[config.mk]
export PLATFORM = sky130hd
export DESIGN_NAME = sha256_msg_feeder
export DESIGN_NICKNAME = d
export VERILOG_FILES = /design/src/rtl/sha256_pkg.sv /design/src/rtl/sha256_block_packer.sv /design/src/rtl/sha256_msg_feeder.sv
export SDC_FILE = /design/constraint.sdc
export NUM_CORES = 2
export LEC_CHECK = 0
export BUFFER_PORTS_ARGS = -buffer_cell sky130_fd_sc_hd__buf_2
export CORE_AREA = 2 2 411 413
export DETAILED_ROUTE_END_ITERATION = 7
export DIE_AREA = 0 0 413 415
export SYNTH_ARGS = -nofsm -noshare
export SYNTH_HDL_FRONTEND = slang
export SYNTH_SLANG_ARGS = --single-unit
[constraint.sdc]
create_clock -name clk -period 3.9 [get_ports clk]
set_input_delay 0 -clock clk [delete_from_list [all_inputs] [get_ports clk]]
set_output_delay 0 -clock clk [all_outputs]
set_load 0.02 [all_outputs]
[src/rtl/sha256_pkg.sv]
//------------------------------------------------------------------------------
// Module   : sha256_pkg
// Purpose  : Shared constants and FSM encoding for the SHA-256 message feeder.
// Revision : 1.0
//------------------------------------------------------------------------------
`default_nettype none

package sha256_pkg;

    localparam int BLOCK_W  = 512;
    localparam int DIGEST_W = 256;

    localparam logic [7:0] PAD_BYTE = 8'h80;

    localparam logic [31:0] SHA256_H0 = 32'h6a09e667;
    localparam logic [31:0] SHA256_H1 = 32'hbb67ae85;
    localparam logic [31:0] SHA256_H2 = 32'h3c6ef372;
    localparam logic [31:0] SHA256_H3 = 32'ha54ff53a;
    localparam logic [31:0] SHA256_H4 = 32'h510e527f;
    localparam logic [31:0] SHA256_H5 = 32'h9b05688c;
    localparam logic [31:0] SHA256_H6 = 32'h1f83d9ab;
    localparam logic [31:0] SHA256_H7 = 32'h5be0cd19;

    typedef enum logic [2:0] {
        ST_IDLE  = 3'd0,
        ST_FILL  = 3'd1,
        ST_PAD   = 3'd2,
        ST_ISSUE = 3'd3,
        ST_WAIT  = 3'd4,
        ST_CAPT  = 3'd5
    } state_t;

endpackage

`default_nettype wire

[src/rtl/sha256_block_packer.sv]
//------------------------------------------------------------------------------
// Module   : sha256_block_packer
// Purpose  : 512-bit block buffer with byte write, clear and length insert.
// Revision : 1.0
//------------------------------------------------------------------------------
`default_nettype none

module sha256_block_packer
    import sha256_pkg::*;
(
    input  logic               clk,
    input  logic               reset,
    input  logic               i_clear,
    input  logic               i_wr_en,
    input  logic [5:0]         i_wr_idx,
    input  logic [7:0]         i_wr_byte,
    input  logic               i_len_en,
    input  logic [63:0]        i_bit_len,
    output logic [BLOCK_W-1:0] o_block
);

    logic [BLOCK_W-1:0] r_block;
    logic [BLOCK_W-1:0] w_next;
    logic [8:0]         w_ofs;

    // Word idx/4 sits at bit 32*word; byte 0 of a word is its most significant lane.
    assign w_ofs = {i_wr_idx[5:2], 5'd0} + {4'd0, ~i_wr_idx[1:0], 3'd0};

    always_comb begin
        w_next = i_clear ? '0 : r_block;
        if (i_wr_en) begin
            w_next[w_ofs +: 8] = i_wr_byte;
        end
        if (i_len_en) begin
            w_next[511:448] = {i_bit_len[31:0], i_bit_len[63:32]};
        end
    end

    always_ff @(posedge clk) begin
        if (reset) begin
            r_block <= '0;
        end else begin
            r_block <= w_next;
        end
    end

    assign o_block = r_block;

endmodule

`default_nettype wire

[src/rtl/sha256_msg_feeder.sv]
//------------------------------------------------------------------------------
// Module   : sha256_msg_feeder
// Purpose  : Pads a byte stream into SHA-256 blocks and sequences the core.
// Revision : 1.0
//------------------------------------------------------------------------------
`default_nettype none

module sha256_msg_feeder
    import sha256_pkg::*;
#(
    parameter int LEN_W = 32
)
(
    input  logic                clk,
    input  logic                reset,
    input  logic [7:0]          s_data,
    input  logic                s_valid,
    input  logic                s_last,
    output logic                s_ready,
    output logic                core_reset,
    output logic                core_start,
    output logic [BLOCK_W-1:0]  core_block,
    input  logic                core_done,
    input  logic [DIGEST_W-1:0] core_digest,
    output logic [DIGEST_W-1:0] digest,
    output logic                digest_valid,
    output logic                busy
);

    state_t               r_state;
    state_t               w_state_nxt;

    logic [LEN_W-1:0]     r_byte_cnt;
    logic [6:0]           r_blk_cnt;
    logic                 r_final;
    logic                 r_pad_pending;
    logic                 r_trailer_80;
    logic                 r_core_rst_pulse;
    logic [DIGEST_W-1:0]  r_digest;
    logic                 r_digest_valid;

    logic                 w_hs;
    logic                 w_pk_clear;
    logic                 w_pk_wr;
    logic [5:0]           w_pk_idx;
    logic [7:0]           w_pk_byte;
    logic                 w_pk_len;
    logic [63:0]          w_bit_len;

    assign w_hs      = s_valid & s_ready;
    assign w_bit_len = 64'(r_byte_cnt) << 3;

    always_ff @(posedge clk) begin
        if (reset) begin
            r_state <= ST_IDLE;
        end else begin
            r_state <= w_state_nxt;
        end
    end

    always_comb begin
        w_state_nxt = r_state;
        case (r_state)
            ST_IDLE: begin
                if (s_valid) begin
                    w_state_nxt = s_last ? ST_PAD : ST_FILL;
                end
            end
            ST_FILL: begin
                if (s_valid) begin
                    if (s_last) begin
                        w_state_nxt = ST_PAD;
                    end else if (r_blk_cnt == 7'd63) begin
                        w_state_nxt = ST_ISSUE;
                    end
                end
            end
            ST_PAD:   w_state_nxt = ST_ISSUE;
            ST_ISSUE: w_state_nxt = ST_WAIT;
            ST_WAIT: begin
                if (core_done) begin
                    w_state_nxt = ST_CAPT;
                end
            end
            ST_CAPT: begin
                if (r_final) begin
                    w_state_nxt = ST_IDLE;
                end else if (r_pad_pending) begin
                    w_state_nxt = ST_ISSUE;
                end else begin
                    w_state_nxt = ST_FILL;
                end
            end
            default: w_state_nxt = ST_IDLE;
        endcase
    end

    always_comb begin
        s_ready    = 1'b0;
        core_start = 1'b0;
        w_pk_clear = 1'b0;
        w_pk_wr    = 1'b0;
        w_pk_idx   = 6'd0;
        w_pk_byte  = s_data;
        w_pk_len   = 1'b0;
        case (r_state)
            ST_IDLE: begin
                s_ready    = 1'b1;
                w_pk_clear = s_valid;
                w_pk_wr    = s_valid;
            end
            ST_FILL: begin
                s_ready  = 1'b1;
                w_pk_wr  = s_valid;
                w_pk_idx = r_blk_cnt[5:0];
            end
            ST_PAD: begin
                // A completely full block goes out untouched; its 0x80 lands in the trailer.
                w_pk_wr   = (r_blk_cnt != 7'd64);
                w_pk_idx  = r_blk_cnt[5:0];
                w_pk_byte = PAD_BYTE;
                w_pk_len  = (r_blk_cnt <= 7'd55);
            end
            ST_ISSUE: core_start = 1'b1;
            ST_CAPT: begin
                w_pk_clear = 1'b1;
                if (!r_final && r_pad_pending) begin
                    w_pk_len  = 1'b1;
                    w_pk_wr   = r_trailer_80;
                    w_pk_byte = PAD_BYTE;
                end
            end
            default: ;
        endcase
    end

    always_ff @(posedge clk) begin
        if (reset) begin
            r_byte_cnt       <= '0;
            r_blk_cnt        <= '0;
            r_final          <= 1'b0;
            r_pad_pending    <= 1'b0;
            r_trailer_80     <= 1'b0;
            r_core_rst_pulse <= 1'b0;
            r_digest         <= '0;
            r_digest_valid   <= 1'b0;
        end else begin
            r_core_rst_pulse <= 1'b0;
            r_digest_valid   <= 1'b0;
            case (r_state)
                ST_IDLE: begin
                    if (w_hs) begin
                        r_byte_cnt       <= LEN_W'(1);
                        r_blk_cnt        <= 7'd1;
                        r_final          <= 1'b0;
                        r_pad_pending    <= 1'b0;
                        r_trailer_80     <= 1'b0;
                        r_core_rst_pulse <= 1'b1;
                    end
                end
                ST_FILL: begin
                    if (w_hs) begin
                        if (r_byte_cnt != '1) begin
                            r_byte_cnt <= r_byte_cnt + LEN_W'(1);
                        end
                        r_blk_cnt <= r_blk_cnt + 7'd1;
                    end
                end
                ST_PAD: begin
                    if (r_blk_cnt <= 7'd55) begin
                        r_final <= 1'b1;
                    end else begin
                        r_pad_pending <= 1'b1;
                        r_trailer_80  <= (r_blk_cnt == 7'd64);
                    end
                end
                ST_CAPT: begin
                    if (r_final) begin
                        r_digest       <= core_digest;
                        r_digest_valid <= 1'b1;
                    end else if (r_pad_pending) begin
                        r_final       <= 1'b1;
                        r_pad_pending <= 1'b0;
                    end else begin
                        r_blk_cnt <= 7'd0;
                    end
                end
                default: ;
            endcase
        end
    end

    sha256_block_packer u_packer (
        .clk       (clk),
        .reset     (reset),
        .i_clear   (w_pk_clear),
        .i_wr_en   (w_pk_wr),
        .i_wr_idx  (w_pk_idx),
        .i_wr_byte (w_pk_byte),
        .i_len_en  (w_pk_len),
        .i_bit_len (w_bit_len),
        .o_block   (core_block)
    );

    // The core is held in reset alongside us so an aborted message leaves nothing behind.
    assign core_reset   = reset | r_core_rst_pulse;
    assign digest       = r_digest;
    assign digest_valid = r_digest_valid;
    assign busy         = (r_state != ST_IDLE) | r_digest_valid;

endmodule

`default_nettype wire

Yosys cells after proc, flatten, opt, wreduce, memory -nomap -nowiden
Index checks and enable logic that the tools add are counted.
Word-level totals
  output and inout bits: 773
  register bits: 815
Operators by class
  shift operators: 2
  bitwise gates (word level): 6
  reductions and logical operators: 20
  $add $sub $neg: 4
  mux-type cells: 44
  magnitude comparators: 1
  eq/ne operators: 20
Operators by type and width (number)
  512-bit 2-to-1 mux: 2
  512-bit bitwise mux: 1
  8-bit by 11-bit variable shift with 512-bit output, first input constant: 1
  8-bit by 11-bit indexed part select with 512-bit output: 1
  32-bit 2-to-1 mux: 3
  64-bit 2-to-1 mux: 1
  32-bit case mux with 2 select lines: 1
  32-bit by 1-bit adder with 32-bit output, second input constant: 1
  32-bit inequality test, second input constant: 1
  7-bit 2-to-1 mux: 4
  7-bit case mux with 3 select lines: 1
  2-bit inequality test, second input constant: 10
  3-bit case mux with 6 select lines: 1
  8-bit case mux with 2 select lines: 1
  3-bit 2-to-1 mux: 5
  1-bit 2-to-1 mux: 13
  4-bit AND reduction: 3
  9-bit negation with 11-bit output: 1
  2-bit OR reduction: 5
  9-bit by 5-bit adder with 9-bit output: 1
  1-bit case mux with 3 select lines: 3
  3-bit nonzero test: 3
  8-bit 2-to-1 mux: 1
  7-bit by 1-bit adder with 7-bit output, second input constant: 1
  other kinds (22): 32

Logic depth before layout (Yosys ltp)
  word-level depth: 10
  gate-level depth with buffers: 15
  gate-level depth less buffers: 10

Cells and area by module
A second synthesis with hierarchy kept.
Second synthesis, totals
  cells, all modules: 3982
  area, all modules: 32068.3 um^2
By module, submodules not included
  sha256_block_packer: cells an instance 2497, area an instance 20387.1 um^2, instances 1
  sha256_msg_feeder: cells an instance 1485, area an instance 11681.2 um^2, instances 1

Least setup slack after synthesis
Ideal clock, no wire load.
  path type: reg-to-reg
  start: reg r_state[1]
  end: reg u_packer.r_block[506] (netlist: u_packer.o_block[506])
  buffers on the path: 4
  stages on the path, launching flop included: 15
  data required time: 3796 ps
  path slack: 371 ps
  arrival: 3426 ps
  cells stage by stage: dfxtp_1 buf_2 xor2_2 nand2_2 nor2_1 clkbuf_1 ha_1 or3b_1 clkbuf_2 a211o_1 a21oi_4 nand4_4 and2_0 buf_6 a2111oi_2
On the way
  word-level cells in the longest chain between the ends: 10
  elaborated cells on any way between the ends: 20
Ends and longest elaborated chain
  start, declared: line sha256_msg_feeder.sv:30  | state_t r_state;
  start signal, assigned: line sha256_msg_feeder.sv:57  | r_state <= w_state_nxt;
  3-bit by 2-bit == test with 1-bit output or 3-bit by 1-bit == test with 1-bit output (tied branches): line sha256_msg_feeder.sv:106  | case (r_state)
  2-bit OR reduction (no line)
  6-bit 2-to-1 mux: line sha256_msg_feeder.sv:106
  2-bit inverter: line sha256_block_packer.sv:27  | assign w_ofs = {i_wr_idx[5:2], 5'd0} + {4'd0, ~i_wr_idx[1:0], 3'd0};
  9-bit by 5-bit adder with 9-bit output: line sha256_block_packer.sv:27
  9-bit negation with 11-bit output: line sha256_block_packer.sv:32  | w_next[w_ofs +: 8] = i_wr_byte;
  8-bit by 11-bit indexed part select with 512-bit output or 8-bit by 11-bit variable shift with 512-bit output (tied branches): line sha256_block_packer.sv:32
  512-bit bitwise mux: line sha256_block_packer.sv:32
  512-bit 2-to-1 mux: line sha256_block_packer.sv:31  | if (i_wr_en) begin
  64-bit 2-to-1 mux (*): line sha256_block_packer.sv:34  | if (i_len_en) begin
  end signal, assigned: line sha256_block_packer.sv:43  | r_block <= w_next;
  end, declared: line sha256_block_packer.sv:22  | logic [BLOCK_W-1:0] r_block;
Every way passes the cells marked *; elsewhere a longest branch is shown, timed or not.
A chain may end at the register's enable or synchronous reset.

Final worst setup path
  start: reg r_state[0]
  end: reg u_packer.r_block[476] (netlist: u_packer.o_block[476])
On the way
  word-level cells in the longest chain between the ends: 9
  elaborated cells on any way between the ends: 20
Ends and longest elaborated chain (line)
  3-bit by 2-bit == test with 1-bit output or 3-bit by 1-bit == test with 1-bit output (tied branches): sha256_msg_feeder.sv:106
  2-bit OR reduction (no line)
  6-bit 2-to-1 mux: sha256_msg_feeder.sv:106
  2-bit inverter: sha256_block_packer.sv:27
  9-bit by 5-bit adder with 9-bit output: sha256_block_packer.sv:27
  9-bit negation with 11-bit output: sha256_block_packer.sv:32
  8-bit by 11-bit indexed part select with 512-bit output or 8-bit by 11-bit variable shift with 512-bit output (tied branches): sha256_block_packer.sv:32
  512-bit bitwise mux: sha256_block_packer.sv:32
  512-bit 2-to-1 mux: sha256_block_packer.sv:31
Parallel ways exist; a longest one is shown, timed or not.

==> flow_results.org <==
** STA
- Fin crit share :: 0.9463
- The routed design could run at a clock period as short as 3.691 ns.
- The hold violation total from the final report was 0.
- Setup Viol. Count Final :: 0
- Fmax :: 271.0 MHz
- At the pin with the least slew margin, the transition time is 1.125 ns.
- Setup repair after global routing left no endpoint under its margin.
- Adding up every negative setup slack in the final design gives 0 ns.
- In this run the tightest slew margin relative to its limit is 0.2465.
- The clock arrives with 0.03079 ns of skew.
- The number of pins exceeding their max-slew limit in the final report is 0.

** Worst setup path
- Data required time at the worst endpoint :: 4.53 ns
- Along the worst path, the maximum fanout reaches 10.
- Worst Reg-to-Reg Cells :: 10
- R2r setup slk :: 0.21 ns
- Startpoint-to-endpoint class of the critical path :: reg2reg
- CP startpoint kind :: flip-flop
- Worst path slowest cell :: sky130_fd_sc_hd__nor3_1
- Crit path cell chain :: xor2_2, nand2_2, nor2_1, ha_1, or3b_1, xnor2_1, nor3_1, nand4_1, buf_4, o2bb2ai_1
- In this design, the stage delay of the slowest critical-path cell is 0.59 ns.
- STA classifies the critical path endpoint as a flip-flop.
- The startpoint identified for the worst register-to-register timing path is r_state[0].
- RR Endpoint :: u_packer.o_block[476]
- The cell family contributing the most delay on the critical path is simple AND/OR/NAND/NOR gates.
- Crit path arrival time :: 4.32 ns
- The number of buffers and inverters on the critical path is 1.

** Pwr
- VDD sags by at most 314.3 uV.
- In this run the power spent charging and discharging nets is 4.828 mW.
- Power spread over the standard cell area amounts to 420.0 mW/mm^2.
- Of the total power, registers draw 0.439.
- Standby leakage power :: 19.53 nW
- Clock power share :: 0.483
- The internal portion of the total power is 14.31 mW.
- The share of total power dissipated in combinational logic is 0.078.
- Switching share of power :: 0.2522

** Clock tree
- Clock latency reported for the late side of the worst-skew pair :: 0.73 ns
- H-tree depth reported by CTS :: 3
- Clock tree from TritonCTS :: yes
- Post-CTS Setup Repair Bufs :: 0
- Clock tree synthesis selected as its root buffer the cell sky130_fd_sc_hd__clkbuf_16.
- CTS clk-pin slew, worst paths :: 0.06 ns
- The clock passes through at most 3 buffers.
- Number of buffers created by CTS :: 95
- Num Clock Sinks :: 815

** Logic synthesis
- In this run the cell area of the synthesized design comes to 0.03047 sq mm.
- YS warnings :: 0
- Synthesized netlist cell count :: 3497
- Syn_nets :: 3773
- Mean instance size in the synthesized netlist :: 8.713 sq um
- The number of different library cells used by synthesis comes to 78.
- Sequential-to-total area share from yosys stat :: 0.5355
- Post-synth EDFFs :: 0
- In this run, synthesis produced a sequential element count of 815.
- Async S/R FF share, synth :: 0
- sky130_fd_sc_hd__dfxtp_1 takes more of the synthesized area than any other cell.
- Of the post-synthesis cell area, the dominant cell type holds 0.5355.
- Primary flip-flop cell chosen by synthesis mapping :: sky130_fd_sc_hd__dfxtp_1
- Cell types occupying the most area after synthesis :: sky130_fd_sc_hd__dfxtp_1 (54%), sky130_fd_sc_hd__nand2_1 (11%), sky130_fd_sc_hd__mux2i_1 (7.4%)

** Final layout
- At the end of the flow, the number of nets in the layout was 5144.
- Fraction of layout instances using a drive strength above 1 :: 0.2868
- In the layout the commonest cells are sky130_fd_sc_hd__buf_2 (1040), sky130_fd_sc_hd__nand2_1 (878), sky130_fd_sc_hd__dfxtp_1 (815).
- Most common cell after layout, fill and taps aside :: sky130_fd_sc_hd__buf_2
- Layout Cell Area excl Fill :: 0.04558 sq mm
- Area grow syn2layout :: 49.59%

** GRT
- Global-route wire length before repair :: 237200 microns
- The via count of the first global-routing pass is 30460.
- Entering global routing, the biggest net connects 160 pins.
- For this run, the total global-route usage over all layers was measured as 0.1950.
- Initial antenna violation count :: 29
- GRT Residual Overflow :: 0

** Route
- Total Wirelength :: 174300 microns
- Routed length per instance :: 24.37 microns
- Detailed-route DRC error count :: 0
- Initial DRT Pass Iterations :: 6
- Vias :: 31430
- After the first detailed-routing iteration, the DRC count stood at 2183.
- Dividing the detail-routed via count by the number of cells gives 4.394.
- The count of nets left with antenna violations once routing finished came out at 0.

** Floorplan
- Horiz. Die Dim :: 413 microns
- 1042 I/O pins were placed.
- Initial core utilization :: 0.1828
- The floorplan has 150 rows.
- The region available for standard cell placement spans 0.1667 sq mm.
- Die Area :: 0.1714 sq mm
- Die Height :: 415 microns

** Placement
- Summed over all nets, the half-perimeter wirelength after detailed placement is 135000 microns.
- Placer Congestion :: 0.8761
- Post-place instance area :: 0.03866 sq mm
- Input and output buffers added on the ports amount to 1041.

** Flow run
- Max-capacitance violation count :: 0

** Outcome
- The run finished with clean final reports.

** Min path
- The worst hold path terminates at digest[105].
- Min-delay worst type :: in2reg
- Along the worst hold path, the cell count comes to 4.
- In this run the most critical hold path is launched from core_digest[105].
[stage by stage]
stage,cells,util,hold slack (ns),total power [mW],setup WS [ns]
floorplan,3497,-,0.1360,9.111,0.3705
global placement,6608,0.2320,0.2404,9.774,0.2179
detailed placement,6608,0.2320,0.2478,9.786,0.2103
CTS,7148,0.2733,0.00002603,19.40,0.2046
global route,7150,0.2734,0.06597,19.77,0.01168
finish,7154,0.2735,0.09256,19.14,0.2093
[cell type report]
cell class              count  area, sq um
diodes                      6        15.01
clock buffers             140         2801
clock inverters            33        417.9
fillers                 17850       121100
inverters                  12        45.04
multi-input cells        2405        13200
flip-flops and latches    815        16320
well taps                2204         2758
repair buffers           1539        10030
[logic make-up after synthesis]
group	Yosys count	synth area share
and+or+nand+nor	1474	0.2148
muxes	231	0.07613
DFF	815	0.5355
AOI/OAI and AO/OA	663	0.1250
xor gates and xnor gates	30	0.008870
buffers and inverters	277	0.03683
adders and majority gates	7	0.002874
[power groups by stage]
stage	Clock (mW)	Sequential [mW]	Combinational (mW)
after floorplan	0	8.61	0.500
after global placement	0	8.58	1.19
after detailed placement	0	8.58	1.20
after CTS	9.50	8.40	1.50
after global routing	9.78	8.40	1.59
final	9.24	8.40	1.50
[Yosys cell counts (9+ instances only)]
library cell,n
sky130_fd_sc_hd__a2111oi_2,11
sky130_fd_sc_hd__inv_1,10
sky130_fd_sc_hd__a31oi_1,19
sky130_fd_sc_hd__or2_2,11
sky130_fd_sc_hd__o2bb2ai_1,18
sky130_fd_sc_hd__nand2_1,879
sky130_fd_sc_hd__nor2b_1,9
sky130_fd_sc_hd__clkbuf_1,193
sky130_fd_sc_hd__nand3_2,15
sky130_fd_sc_hd__and2_1,14
sky130_fd_sc_hd__nor3_1,20
sky130_fd_sc_hd__nand4_1,34
sky130_fd_sc_hd__a21oi_1,300
sky130_fd_sc_hd__xnor2_1,15
sky130_fd_sc_hd__buf_1,30
sky130_fd_sc_hd__mux2i_1,225
sky130_fd_sc_hd__nand2b_1,10
sky130_fd_sc_hd__and3_1,36
sky130_fd_sc_hd__o21ai_0,225
sky130_fd_sc_hd__nor2_1,102
sky130_fd_sc_hd__a211oi_1,15
sky130_fd_sc_hd__xor2_1,14
sky130_fd_sc_hd__buf_2,31
sky130_fd_sc_hd__o21bai_1,14
sky130_fd_sc_hd__nand3_1,297
sky130_fd_sc_hd__dfxtp_1,815
[what timing repair did]
item,4_1_cts,5_1_grt
resized for setup,0,3
endpoints found under the setup margin,0,8
hold buffers,367,0
hold endpoints to repair,323,0
[sequential cells by signal, summed over array words and instances, names as in the netlist]
register          count
r_core_rst_pulse      1
r_byte_cnt           32
digest              256
r_trailer_80          1
r_final               1
digest_valid          1
r_blk_cnt             7
r_pad_pending         1
u_packer.o_block    512
r_state               3
[worst register-to-register path, cell delays in order (launching register included)]
cell and delay, ns:
sky130_fd_sc_hd__dfxtp_1 0.38, sky130_fd_sc_hd__xor2_2 0.29, sky130_fd_sc_hd__nand2_2 0.23, sky130_fd_sc_hd__nor2_1 0.23, sky130_fd_sc_hd__ha_1 0.40, sky130_fd_sc_hd__or3b_1 0.51
sky130_fd_sc_hd__xnor2_1 0.21, sky130_fd_sc_hd__nor3_1 0.59, sky130_fd_sc_hd__nand4_1 0.28, sky130_fd_sc_hd__buf_4 0.27, sky130_fd_sc_hd__o2bb2ai_1 0.18
[metal layers]
metal | up-vias | GRT usage | wire [microns]
li1 | 14720 | - | -
met1 | 15180 | 0.2236 | 69000
met2 | 1251 | 0.3445 | 86850
met3 | 258 | 0.04979 | 12160
met4 | 26 | 0.07304 | 6152
met5 | - | 0 | 175
[worst max path at each step]
stage                     cells past startpoint        from                    end
after floorplan                              14  r_state[1]  u_packer.o_block[506]
after global placement                       10  r_state[1]  u_packer.o_block[474]
after detailed placement                     10  r_state[0]  u_packer.o_block[494]
after CTS                                    10  r_state[0]  u_packer.o_block[494]
after global routing                         10  r_state[0]  u_packer.o_block[476]
final                                        10  r_state[0]  u_packer.o_block[476]
No activity file was read; power rests on OpenSTA's default activity.
